[src/rtl/fir_s2p_3.sv]
// fir_s2p_3 -- serial-to-parallel front end for the 3-way unfolded FIR.
// Packs three consecutive valid samples into one parallel word with a
// one-cycle strobe. FLUSH closes out a partial group, padding missing lanes
// with zero. All outputs are registered; no input reaches an output
// combinationally.
//
// Ports:
//   CLK           system clock, rising edge
//   RST_N         asynchronous active-low reset
//   DIN [WIDTH]   serial input sample (two's complement)
//   VIN           DIN valid this cycle
//   FLUSH         emit pending partial group, zero-padded
//   DOUT0..2      packed group, DOUT0 oldest, DOUT2 newest
//   VOUT          one-cycle strobe for a new group on DOUT0..2
//   PHASE [2]     samples currently buffered (0..2)

// One output lane register: loads on an emission, otherwise holds.
module fir_s2p_3_lane #(
  parameter int WIDTH = 13
) (
  input  logic             CLK,
  input  logic             RST_N,
  input  logic             ld,
  input  logic [WIDTH-1:0] d,
  output logic [WIDTH-1:0] q
);
  logic [WIDTH-1:0] dout_q, dout_d;

  always_comb begin
    dout_d = dout_q;
    if (ld) dout_d = d;
  end

  always_ff @(posedge CLK or negedge RST_N) begin
    if (!RST_N) dout_q <= '0;
    else        dout_q <= dout_d;
  end

  assign q = dout_q;
endmodule

module fir_s2p_3 #(
  parameter int WIDTH = 13
) (
  input  logic             CLK,
  input  logic             RST_N,
  input  logic [WIDTH-1:0] DIN,
  input  logic             VIN,
  input  logic             FLUSH,
  output logic [WIDTH-1:0] DOUT0,
  output logic [WIDTH-1:0] DOUT1,
  output logic [WIDTH-1:0] DOUT2,
  output logic             VOUT,
  output logic [1:0]       PHASE
);
  localparam int NUM_LANES = 3;

  typedef enum logic [1:0] {S0 = 2'd0, S1 = 2'd1, S2 = 2'd2} ph_e;

  ph_e                               ph_q, ph_d;
  logic [WIDTH-1:0]                  b0_q, b0_d, b1_q, b1_d;
  logic                              vout_q;
  logic                              emit;
  logic [NUM_LANES-1:0][WIDTH-1:0]   lane_d;
  logic [NUM_LANES-1:0][WIDTH-1:0]   dout_q;

  always_comb begin
    ph_d   = ph_q;
    b0_d   = b0_q;
    b1_d   = b1_q;
    emit   = 1'b0;
    lane_d = '0;
    case (ph_q)
      S0: begin
        if (VIN) begin
          if (FLUSH) begin
            emit      = 1'b1;
            lane_d[0] = DIN;
          end else begin
            b0_d = DIN;
            ph_d = S1;
          end
        end
      end
      S1: begin
        if (FLUSH) begin
          emit      = 1'b1;
          lane_d[0] = b0_q;
          if (VIN) lane_d[1] = DIN;
        end else if (VIN) begin
          b1_d = DIN;
          ph_d = S2;
        end
      end
      S2: begin
        // A valid sample here completes the group whether or not FLUSH is up.
        if (VIN || FLUSH) begin
          emit      = 1'b1;
          lane_d[0] = b0_q;
          lane_d[1] = b1_q;
          if (VIN) lane_d[2] = DIN;
        end
      end
      default: begin
        // Unreachable encoding: recover to empty, drop buffered data.
        ph_d = S0;
        b0_d = '0;
        b1_d = '0;
      end
    endcase
    // Every emission leaves the block empty with clean buffers.
    if (emit) begin
      ph_d = S0;
      b0_d = '0;
      b1_d = '0;
    end
  end

  always_ff @(posedge CLK or negedge RST_N) begin
    if (!RST_N) begin
      ph_q   <= S0;
      b0_q   <= '0;
      b1_q   <= '0;
      vout_q <= 1'b0;
    end else begin
      ph_q   <= ph_d;
      b0_q   <= b0_d;
      b1_q   <= b1_d;
      vout_q <= emit;
    end
  end

  for (genvar g = 0; g < NUM_LANES; g++) begin : g_lane
    fir_s2p_3_lane #(.WIDTH(WIDTH)) u_lane (
      .CLK   (CLK),
      .RST_N (RST_N),
      .ld    (emit),
      .d     (lane_d[g]),
      .q     (dout_q[g])
    );
  end

  assign DOUT0 = dout_q[0];
  assign DOUT1 = dout_q[1];
  assign DOUT2 = dout_q[2];
  assign VOUT  = vout_q;
  assign PHASE = ph_q;
endmodule

[config.mk]
export PLATFORM = sky130hd
export DESIGN_NAME = fir_s2p_3
export DESIGN_NICKNAME = d
export VERILOG_FILES = /design/src/rtl/fir_s2p_3.sv
export SDC_FILE = /design/constraint.sdc
export NUM_CORES = 1
export LEC_CHECK = 0
export CORE_ASPECT_RATIO = 1.4
export CORE_MARGIN = 3
export CORE_UTILIZATION = 45
export CTS_BUF_LIST = sky130_fd_sc_hd__clkbuf_16
export CTS_CLUSTER_SIZE = 28
export DETAILED_ROUTE_END_ITERATION = 10
export PLACE_DENSITY_LB_ADDON = 0.2
export SYNTH_ARGS = -nofsm -noshare
export SYNTH_HDL_FRONTEND = slang
export SYNTH_SLANG_ARGS = --single-unit
[constraint.sdc]
create_clock -name CLK -period 1.68 [get_ports CLK]
set_clock_uncertainty 0.1 [all_clocks]
set_input_delay 0.168 -clock CLK [delete_from_list [all_inputs] [get_ports CLK]]
set_output_delay 0.168 -clock CLK [all_outputs]
set_load 0.005 [all_outputs]
==> metrics, run 1 <==
sequential share of the synthesized area=0.5688; antenna violations before repair=0; fin crit period=around 1.9 ns; flop-to-flop setup slack=-0.18 ns; final setup fails=67; Static Leakage=slightly above 2 nW; GRT Util Overall=0.2684; post-synthesis cell count=a little under 300; Die ar.=about 7700 um2; # IOs=between 50 and 60; HP Class=input pin to async pin; max-cap check violation count=0; final wirelength=9656 um; worst reg2reg path depth=8; # DRC=0; #FFs+latches synth=between 60 and 70; Max Slew Vio Count=0; Rel. slew slack=0.7066; Synth Net Count=318; Die Wd=around 75 um; DP Area=3904 um2; syn_area_per_cell=between 10 and 15 um2; status=finished, violations left; vias in the first global route=~2800; PwrDens=just over 2000 nW/um2; starting density of the core=0.4720; fin area=approximately 4700 um2; Clk Latency, worst-skew pair=~0.33 ns; CTS tree=done; CP arrival=between 1.5 and 2 ns; IO buf count=58; Worst Tran Pin Value=0.4402 ns; FF-to-FF End=g_lane[1].u_lane.q[5]; Area Growth Syn to Fin=57.26%; Yosys cell types=30; post-route setup slack=-0.1817 ns; CTS H-tree lvls=3; Routed wire per std cell=between 20 and 25 um; CP endpoint kind=flip-flop; Synth Warn #=0; DRT iter0 DRCs=roughly 290; clk root buf=clkbuf_16; Worst-path clk slew=roughly 0.06 ns; antenna fix cells=0; clock buffer depth=2; vias=between 2000 and 3000; VDD IR max=~1200 uV; chip height=a little over 100 um; grt ovf=0; WP data required=1.79 ns; Setup Crit Path Kind=flip-flop to flip-flop; crit path max fanout=12; CORE AREA=6339 um2; num rows=34; fmax=between 500 and 600 MHz; Hold Vio Cnt, Final=0; Num CTS Buffers=9; RSZ-0062 raised after global routing=true; nets=about 420; reg2reg start=PHASE[1]; first-pass GRT wire length=15010 um; clk sink count=slightly below 70; routability cong.=around 0.86; Startpoint Class=flip-flop; failing checks=setup timing; Via density=5.956; final core occ=0.7422; DRT Pass-1 Iters=5; fin crit share=1.108; synthesized area=roughly 3000 um2; ANT nets after route=0; layout cell share with drive strength beyond 1=0.2811; dpl hpwl=5479 um; largest net degree at the start of global routing=34; Setup TNS=-8.391 ns
critical path: stages (launching register included):
cell and delay [ns]:
dfrtp_2 0.46, ha_2 0.22, nand2b_4 0.14, buf_6 0.12, o22ai_4 0.20, buf_4 0.14
buf_6 0.13, buf_16 0.15, a21oi_1 0.07
layout make-up:
| type | instances | area, um2 |
|---|---|---|
| clock inverter | 7 | 67.56 |
| clock buffer | 9 | 225.2 |
| tap | 72 | 90.09 |
| multi-input combinational | 180 | 1282 |
| sequential | 68 | 1704 |
| timing repair buffer | 111 | 1229 |
| inverter | 27 | 106.4 |
| fill | 417 | 1634 |
power by group:
part           internal [mW]  leakage, nW  switching, mW  total [mW]
registers               2.17        0.895          0.338        2.51
clock network           1.14        0.139          0.724        1.86
logic                   2.72        0.984           2.38        5.10
total                   6.03         2.02           3.44        9.47
cells by family after synthesis:
family / Yosys count / share of synthesized area
adder cells (fa/ha/maj): 5 / 0.02091
flip-flops: 68 / 0.5688
buffers and inverters: 48 / 0.06776
AO/OA/AOI/OAI: 102 / 0.2183
multiplexers: 2 / 0.007110
AND/OR/NAND/NOR: 71 / 0.1171
timing repair:
action	CTS	global route
setup buffers	9	3
pin swaps	8	4
gates resized for setup	59	18
endpoints found under the hold margin	18	0
endpoints found under the setup margin	68	69
gates cloned	6	0
hold buffers	1	0
metal layers:
| layer | vias up | share of wire | GRT usage | wire [um] |
|---|---|---|---|---|
| met1 | 1387 | 0.38 | 0.3318 | 3628 |
| met3 | 39 | 0.055 | 0.05315 | 530 |
| li1 | 1257 | - | - | - |
| met2 | 140 | 0.52 | 0.4396 | 5022 |
| met5 | - | 0 | 0 | 0 |
| met4 | 0 | 0.049 | 0.1356 | 476 |
cells in the mapped netlist:
library cell | instances | area [um2]
a211oi_2 | 1 | 12.51
a21boi_0 | 1 | 7.510
a21o_1 | 2 | 15.01
a21oi_1 | 30 | 150.1
a21oi_2 | 1 | 8.760
a22o_1 | 13 | 113.9
a22oi_1 | 25 | 187.7
a41o_1 | 1 | 10.01
and2_1 | 1 | 6.260
and4_1 | 1 | 8.760
and4b_1 | 1 | 10.01
buf_2 | 18 | 90.09
clkbuf_1 | 3 | 11.26
dfrtp_1 | 68 | 1702
ha_1 | 5 | 62.56
inv_1 | 27 | 101.4
mux2_2 | 1 | 11.26
mux2i_1 | 1 | 10.01
nand2_1 | 16 | 60.06
nand2b_1 | 2 | 12.51
nand2b_4 | 1 | 13.76
nand3_1 | 26 | 130.1
nor2_1 | 19 | 71.32
nor2_2 | 1 | 6.260
nor3_2 | 1 | 10.01
nor4b_2 | 1 | 15.01
o21ai_0 | 16 | 80.08
o21ai_1 | 11 | 55.05
o22ai_2 | 1 | 12.51
or2_2 | 1 | 6.260
state kept, by name, indices dropped and copies added (netlist names):
signal	count
g_lane.u_lane.q	39
b0_q	13
b1_q	13
PHASE	2
VOUT	1
through the flow:
stage	worst slack, ns	hold slack, ns	total power [mW]	cells
after floorplan	-0.01690	-0.2276	4.268	296
after global placement	-0.4267	0.02125	5.968	439
after detailed placement	-0.4267	0.02081	6.052	439
after CTS	-0.1247	0.2122	9.191	471
after global routing	-0.2508	0.2412	9.991	474
final	-0.1817	0.2076	9.474	474
cells in the final DEF (no fill, tap or decap), drive strengths merged, types with 2 or more instances in the layout:
cell type      Yosys  layout
o21ai             27      27
a21o               2       2
nand3             26      26
inv               27      27
clkbuf             3       9
dfrtp             68      68
nand2b             3       3
nand2             16      16
a21oi             31      31
clkinv             0       4
a22o              13      13
clkdlybuf4s50      0      55
nor2              20      20
buf               18      54
clkinvlp           0       2
a22oi             25      25
ha                 5       5
how the worst max path moves through the flow:
| stage | start | cells past startpoint | slack (ns) | end |
|---|---|---|---|---|
| global placement | PHASE[1] | 6 | -0.43 | b1_q[6] |
| finish | PHASE[1] | 8 | -0.18 | g_lane[1].u_lane.q[5] |
| global route | PHASE[1] | 9 | -0.25 | g_lane[2].u_lane.q[0] |
| detailed placement | PHASE[1] | 6 | -0.43 | b1_q[9] |
| floorplan | PHASE[0] | 7 | -0.02 | PHASE[0] |
| CTS | PHASE[1] | 8 | -0.12 | g_lane[0].u_lane.q[2] |
No activity file was read; power rests on OpenSTA's default activity.
==> run 2: changes to the inputs <==
--- a/config.mk
+++ b/config.mk
@@ -7,11 +7,12 @@
 export LEC_CHECK = 0
 export CORE_ASPECT_RATIO = 1.4
 export CORE_MARGIN = 3
-export CORE_UTILIZATION = 45
+export CORE_UTILIZATION = 35
 export CTS_BUF_LIST = sky130_fd_sc_hd__clkbuf_16
 export CTS_CLUSTER_SIZE = 28
 export DETAILED_ROUTE_END_ITERATION = 10
 export PLACE_DENSITY_LB_ADDON = 0.2
 export SYNTH_ARGS = -nofsm -noshare
 export SYNTH_HDL_FRONTEND = slang
+export SYNTH_HIERARCHICAL = 1
 export SYNTH_SLANG_ARGS = --single-unit
==> run 2 against run 1 <==
Effect of this change: the run still ends with setup timing left; via count down 5.9%; area after synthesis up 14%; sequential power down 3%; synthesized cell count down 5.7%; die area up 43%; core utilization down 19 points; critical path depth unchanged; non-clock buffer count down 4.
==> metrics, run 2 <==
status=finished, violations left; failing checks=setup timing; dominant cells by area after synthesis=dfrtp_1 (50%), mux2_4 (13%), a22oi_1 (5.7%); fin crit share=1.163; Worst-path clk slew=0.05 ns; Synth Net Count=301; Finished Layout Cells=roughly 500; slowest cell on the critical path=dfrtp_2; CP max stage delay=roughly 0.43 ns; fin crit period=1.953 ns; first-pass GRT wire length=14650 um; Die ar.=roughly 11000 um2; layout cell share with drive strength beyond 1=0.3549; Worst Tran Pin Value=roughly 0.35 ns; # IOs=59; num rows=a little over 40; final core occ=0.5530; max reg flops=39; CP cell instances=inv_4, ha_4, o21ai_4, buf_12, a21oi_4, buf_4, buf_8, mux2_2; asr flop ratio synth=1.000; fmax=a little over 500 MHz; worst reg2reg path depth=8; crit path max fanout=8; CP endpoint kind=flip-flop; EDFF count, synth=0; sequential share of the synthesized area=0.5004; max-cap check violation count=0; chip height=between 100 and 150 um; antenna fix cells=0; hold_ws=0.1269 ns; clock buffer depth=2; syn_area_per_cell=roughly 12 um2; vias in the first global route=2756; largest area contributor in the netlist=dfrtp_1; Startpoint Class=flip-flop; CORE AREA=9234 um2; Hold Vio Cnt, Final=0; top cells by count, synth=dfrtp_1 (68), mux2_4 (30), a22oi_1 (26); starting density of the core=0.3683; Area Growth Syn to Fin=50.15%; ANT nets after route=0; GRT Util Overall=0.1775; final setup fails=slightly below 70; Setup TNS=-16.04 ns; Synth Warn #=6; routability cong.=0.7792; IO buf count=58; #FFs+latches synth=68; vias=2657; Via density=around 5.4; synthesized area=3401 um2; DRT Pass-1 Iters=4; # DRC=0; CTS H-tree lvls=3; HP Class=input pin to async pin; Num CTS Buffers=9; clk sink count=68; largest net degree at the start of global routing=a little over 60; DRT iter0 DRCs=approximately 160; clk root buf=clkbuf_16; VDD IR max=~810 uV; Max Slew Vio Count=0; Rel. slew slack=0.7694; most frequent cells in the layout=dfrtp_1 (66), clkdlybuf4s50_1 (56), mux2_4 (39), buf_4 (31), a22oi_1 (22); most numerous cell in the Yosys netlist=dfrtp_1; RSZ-0062 raised after global routing=true; WP data required=roughly 1.8 ns; Routed wire per std cell=just under 20 um; CTS tree=done; CP arrival=around 2 ns; cell total after placement=around 450; Yosys cell types=29; dpl hpwl=around 5700 um; final wirelength=9563 um; Main synth FF type=dfrtp_1; antenna violations before repair=0; Clk Latency, worst-skew pair=approximately 0.33 ns; post-synthesis cell count=~280; Static Leakage=between 2 and 2.5 nW; Die Wd=just under 90 um; PwrDens=~1700 nW/um2; post-route setup slack=-0.2733 ns; commonest non-fill, non-tap cell in the layout=dfrtp_1; grt ovf=0; Setup Crit Path Kind=flip-flop to flip-flop; nets=around 400; Synth top area share=0.5004
==> run 2: critical path, delay by kind of cell (launching register included) <==
| kind | cells | cell delay [ns] |
|---|---|---|
| flip-flops | 1 | 0.43 |
| buffers and inverters | 4 | 0.53 |
| multiplexers | 1 | 0.33 |
| adder cells (fa/ha/maj) | 1 | 0.18 |
| AO/OA/AOI/OAI | 2 | 0.25 |
==> run 2: timing repair <==
item	CTS	global route
cloned	4	5
gates resized for setup	23	30
hold buffers	1	0
buffers inserted	8	9
hold endpoints to repair	68	0
endpoints found under the setup margin	67	67
pin swaps	2	4
==> run 2: path summary, 6_finish.rpt <==
kind | startpoint | endpoint | slack (ns)
max | PHASE[0] | g_lane[1].u_lane/q[10] | -0.27
min | RST_N | g_lane[2].u_lane/q[0] | 0.13
max reg2reg | PHASE[0] | g_lane[1].u_lane/q[10] | -0.27
min reg2reg | b0_q[6] | b0_q[6] | 0.40
max in group asynchronous | RST_N | g_lane[1].u_lane/q[2] | 0.75
min in group CLK | b0_q[6] | b0_q[6] | 0.40
==> run 2: kinds of logic after synthesis <==
family | Yosys count | synth area share
buf+inv | 35 | 0.05371
mux | 54 | 0.2068
flops | 68 | 0.5004
simple gates | 61 | 0.09566
compound gates | 56 | 0.1251
fa+ha+maj | 5 | 0.01840
==> run 2: routing by layer <==
layer,share of wire,vias up,global-route usage
met4,0.024,0,0.08939
met2,0.50,86,0.2800
li1,-,1203,-
met3,0.037,17,0.02216
met5,0,-,0
met1,0.44,1351,0.2367
==> run 2: layout make-up <==
class | count | area (um2)
Clock inverter | 7 | 83.83
Tap cell | 107 | 133.9
Timing Repair Buffer | 107 | 1139
Inverter | 16 | 65.06
Clock buffer | 9 | 225.2
Fill cell | 816 | 4128
Sequential cell | 68 | 1704
Multi-Input combinational cell | 179 | 1755
==> run 2: per-stage QoR <==
step	power, mW	area, um2	worst slack, ns
after detailed placement	5.684	4335	-0.4159
after CTS	8.260	4881	-0.2714
final	8.714	5106	-0.2733
after global routing	9.172	5106	-0.3184
after floorplan	4.423	3495	-0.2505
after global placement	5.650	4335	-0.3787
==> run 2: where the power goes <==
part           total [mW]  internal, mW  switching, mW
clock network        1.97          1.28          0.685
logic                4.31          2.54           1.78
registers            2.44          2.12          0.312
total                8.71          5.94           2.77
==> run 3: changes to the inputs <==
--- a/config.mk
+++ b/config.mk
@@ -5,9 +5,10 @@
 export SDC_FILE = /design/constraint.sdc
 export NUM_CORES = 1
 export LEC_CHECK = 0
+export CAP_MARGIN = 30
 export CORE_ASPECT_RATIO = 1.4
 export CORE_MARGIN = 3
-export CORE_UTILIZATION = 35
+export CORE_UTILIZATION = 40
 export CTS_BUF_LIST = sky130_fd_sc_hd__clkbuf_16
 export CTS_CLUSTER_SIZE = 28
 export DETAILED_ROUTE_END_ITERATION = 10
==> run 3 against run 2 <==
Effect of this change: the run still ends with setup timing left; flip-flop and latch count is the same; power fell by 6.0%; non-clock buffer count up 1; core utilization rose by 6.0 points; worst setup slack got worse by 0.032 ns.
==> metrics, run 3 (same netlist as run 2, synthesis figures left out) <==
DP Area=about 4400 um2; WP data required=about 1.8 ns; most frequent cells in the layout=dfrtp_1 (66), clkdlybuf4s50_1 (55), mux2_4 (37), buf_4 (28), a22oi_1 (15); # IOs=~60; fin area=approximately 5000 um2; Worst-path clk slew=~0.05 ns; Setup Crit Path Kind=flip-flop to flip-flop; antenna fix cells=0; CTS H-tree lvls=3; IO buf count=58; grt ovf=0; DRT Pass-1 Iters=5; Area Growth Syn to Fin=47.87%; max-cap check violation count=0; Rel. slew slack=0.7408; HP Class=input pin to async pin; starting density of the core=0.4148; CP arrival=between 2 and 2.5 ns; Via density=between 5 and 6; CORE AREA=roughly 8000 um2; clk root buf=clkbuf_16; worst reg2reg path depth=8; reg2reg start=PHASE[0]; Static Leakage=~2.3 nW; slowest cell on the critical path=dfrtp_2; crit path max fanout=4; CP cell instances=buf_12, ha_4, o21ai_4, buf_4, a21oi_4, buf_6, clkbuf_16, mux2_4; Num CTS Buffers=9; PwrDens=around 1600 nW/um2; fin crit share=1.182; DRT iter0 DRCs=roughly 170; # DRC=0; RSZ-0062 raised after global routing=true; largest net degree at the start of global routing=a little under 70; final wirelength=8671 um; Place WS=-0.4423 ns; clk sink count=68; final core occ=0.6134; Die Wd=approximately 84 um; Max Slew Vio Count=0; # fillers=around 680; Clk Latency, worst-skew pair=between 0.3 and 0.4 ns; total chip power=8.189 mW; post-route setup slack=-0.3053 ns; commonest non-fill, non-tap cell in the layout=dfrtp_1; CP max stage delay=0.44 ns; clock buffer depth=2; fin crit period=approximately 2 ns; nets=402; antenna violations before repair=0; GRT Util Overall=0.1856; final setup fails=68; flop-to-flop setup slack=-0.31 ns; VDD IR max=about 820 uV; chip height=115.1 um; fmax=503.7 MHz; CTS tree=done; Startpoint Class=flip-flop; Routed wire per std cell=about 18 um; Die ar.=roughly 9700 um2; dpl hpwl=approximately 5500 um; first-pass GRT wire length=about 14000 um; Worst Tran Pin Value=slightly below 0.4 ns; vias in the first global route=about 2700; vias=approximately 2600; layout cell share with drive strength beyond 1=0.3594; routability cong.=slightly below 0.8; status=finished, violations left; Hold Vio Cnt, Final=0; CP endpoint kind=flip-flop; ANT nets after route=0; max reg flops=39; failing checks=setup timing; FF-to-FF End=g_lane[0].u_lane/q[6]; num rows=39
-- run 3: changes by cell type in the layout (fill, tap and decap cells not counted), moves of 2 or more --
| cell | previous run | this run |
|---|---|---|
| a22oi_1 | 22 | 15 |
| a22oi_2 | 4 | 11 |
| buf_6 | 6 | 11 |
| clkinv_2 | 0 | 4 |
| buf_4 | 31 | 28 |
| a21oi_2 | 3 | 1 |
| buf_12 | 5 | 7 |
| buf_8 | 2 | 0 |
| bufinv_16 | 2 | 0 |
| inv_1 | 16 | 14 |
| mux2_2 | 1 | 3 |
| mux2_4 | 39 | 37 |
-- run 3: critical path, delay by kind of cell (launching register included) --
| family | cells | cell delay (ns) |
|---|---|---|
| flops | 1 | 0.44 |
| compound gates | 2 | 0.26 |
| mux | 1 | 0.29 |
| buf+inv | 4 | 0.60 |
| fa+ha+maj | 1 | 0.16 |
-- run 3: worst max path at each step --
stage / startpoint / endpoint / slack (ns) / depth (start not counted)
floorplan: PHASE[0] / b0_q[0] / -0.25 / 7
global placement: FLUSH / g_lane[1].u_lane/q[10] / -0.41 / 6
detailed placement: FLUSH / g_lane[1].u_lane/q[10] / -0.44 / 6
CTS: PHASE[0] / g_lane[0].u_lane/q[9] / -0.27 / 9
global route: PHASE[0] / g_lane[0].u_lane/q[4] / -0.36 / 9
finish: PHASE[0] / g_lane[0].u_lane/q[6] / -0.31 / 8
-- run 3: power breakdown --
group          internal (mW)  switching, mW  leakage [nW]
clock network          0.975          0.674         0.132
registers               2.12          0.314         0.930
logic                   2.46           1.64          1.26
total                   5.56           2.63          2.32
-- run 3: repair_timing --
item                                    CTS  global route
setup buffers                            10             3
resized for setup                        38             5
hold buffers                              1             0
endpoints found under the setup margin   67            67
hold endpoints to repair                 68             0
gates cloned                              3             2
pin swaps                                 5             3
-- run 3: cell type report --
class | count | area (um2) | share of cell area
sequential | 68 | 1704 | 0.3389
tap | 102 | 127.6 | 0.02538
clock buffer | 9 | 225.2 | 0.04479
multi-input combinational | 177 | 1720 | 0.3421
clock inverter | 6 | 32.53 | 0.006469
inverter | 16 | 65.06 | 0.01294
timing repair buffer | 108 | 1154 | 0.2294
-- run 3: through the flow --
| step | hold slack [ns] | cells | setup TNS [ns] |
|---|---|---|---|
| floorplan | -0.2276 | 279 | -11.66 |
| global placement | 0.1174 | 452 | -23.16 |
| detailed placement | 0.1222 | 452 | -25.23 |
| CTS | 0.3103 | 481 | -13.70 |
| global route | 0.3408 | 486 | -20.48 |
| finish | 0.2831 | 486 | -16.33 |
-- run 3: layer usage --
metal  vias up  part of all wire  track usage
met1      1288              0.43       0.2349
met5         -                 0            0
met4         0             0.026      0.08906
met3        15             0.040      0.02724
met2        70              0.51       0.3128
li1       1200                 -            -
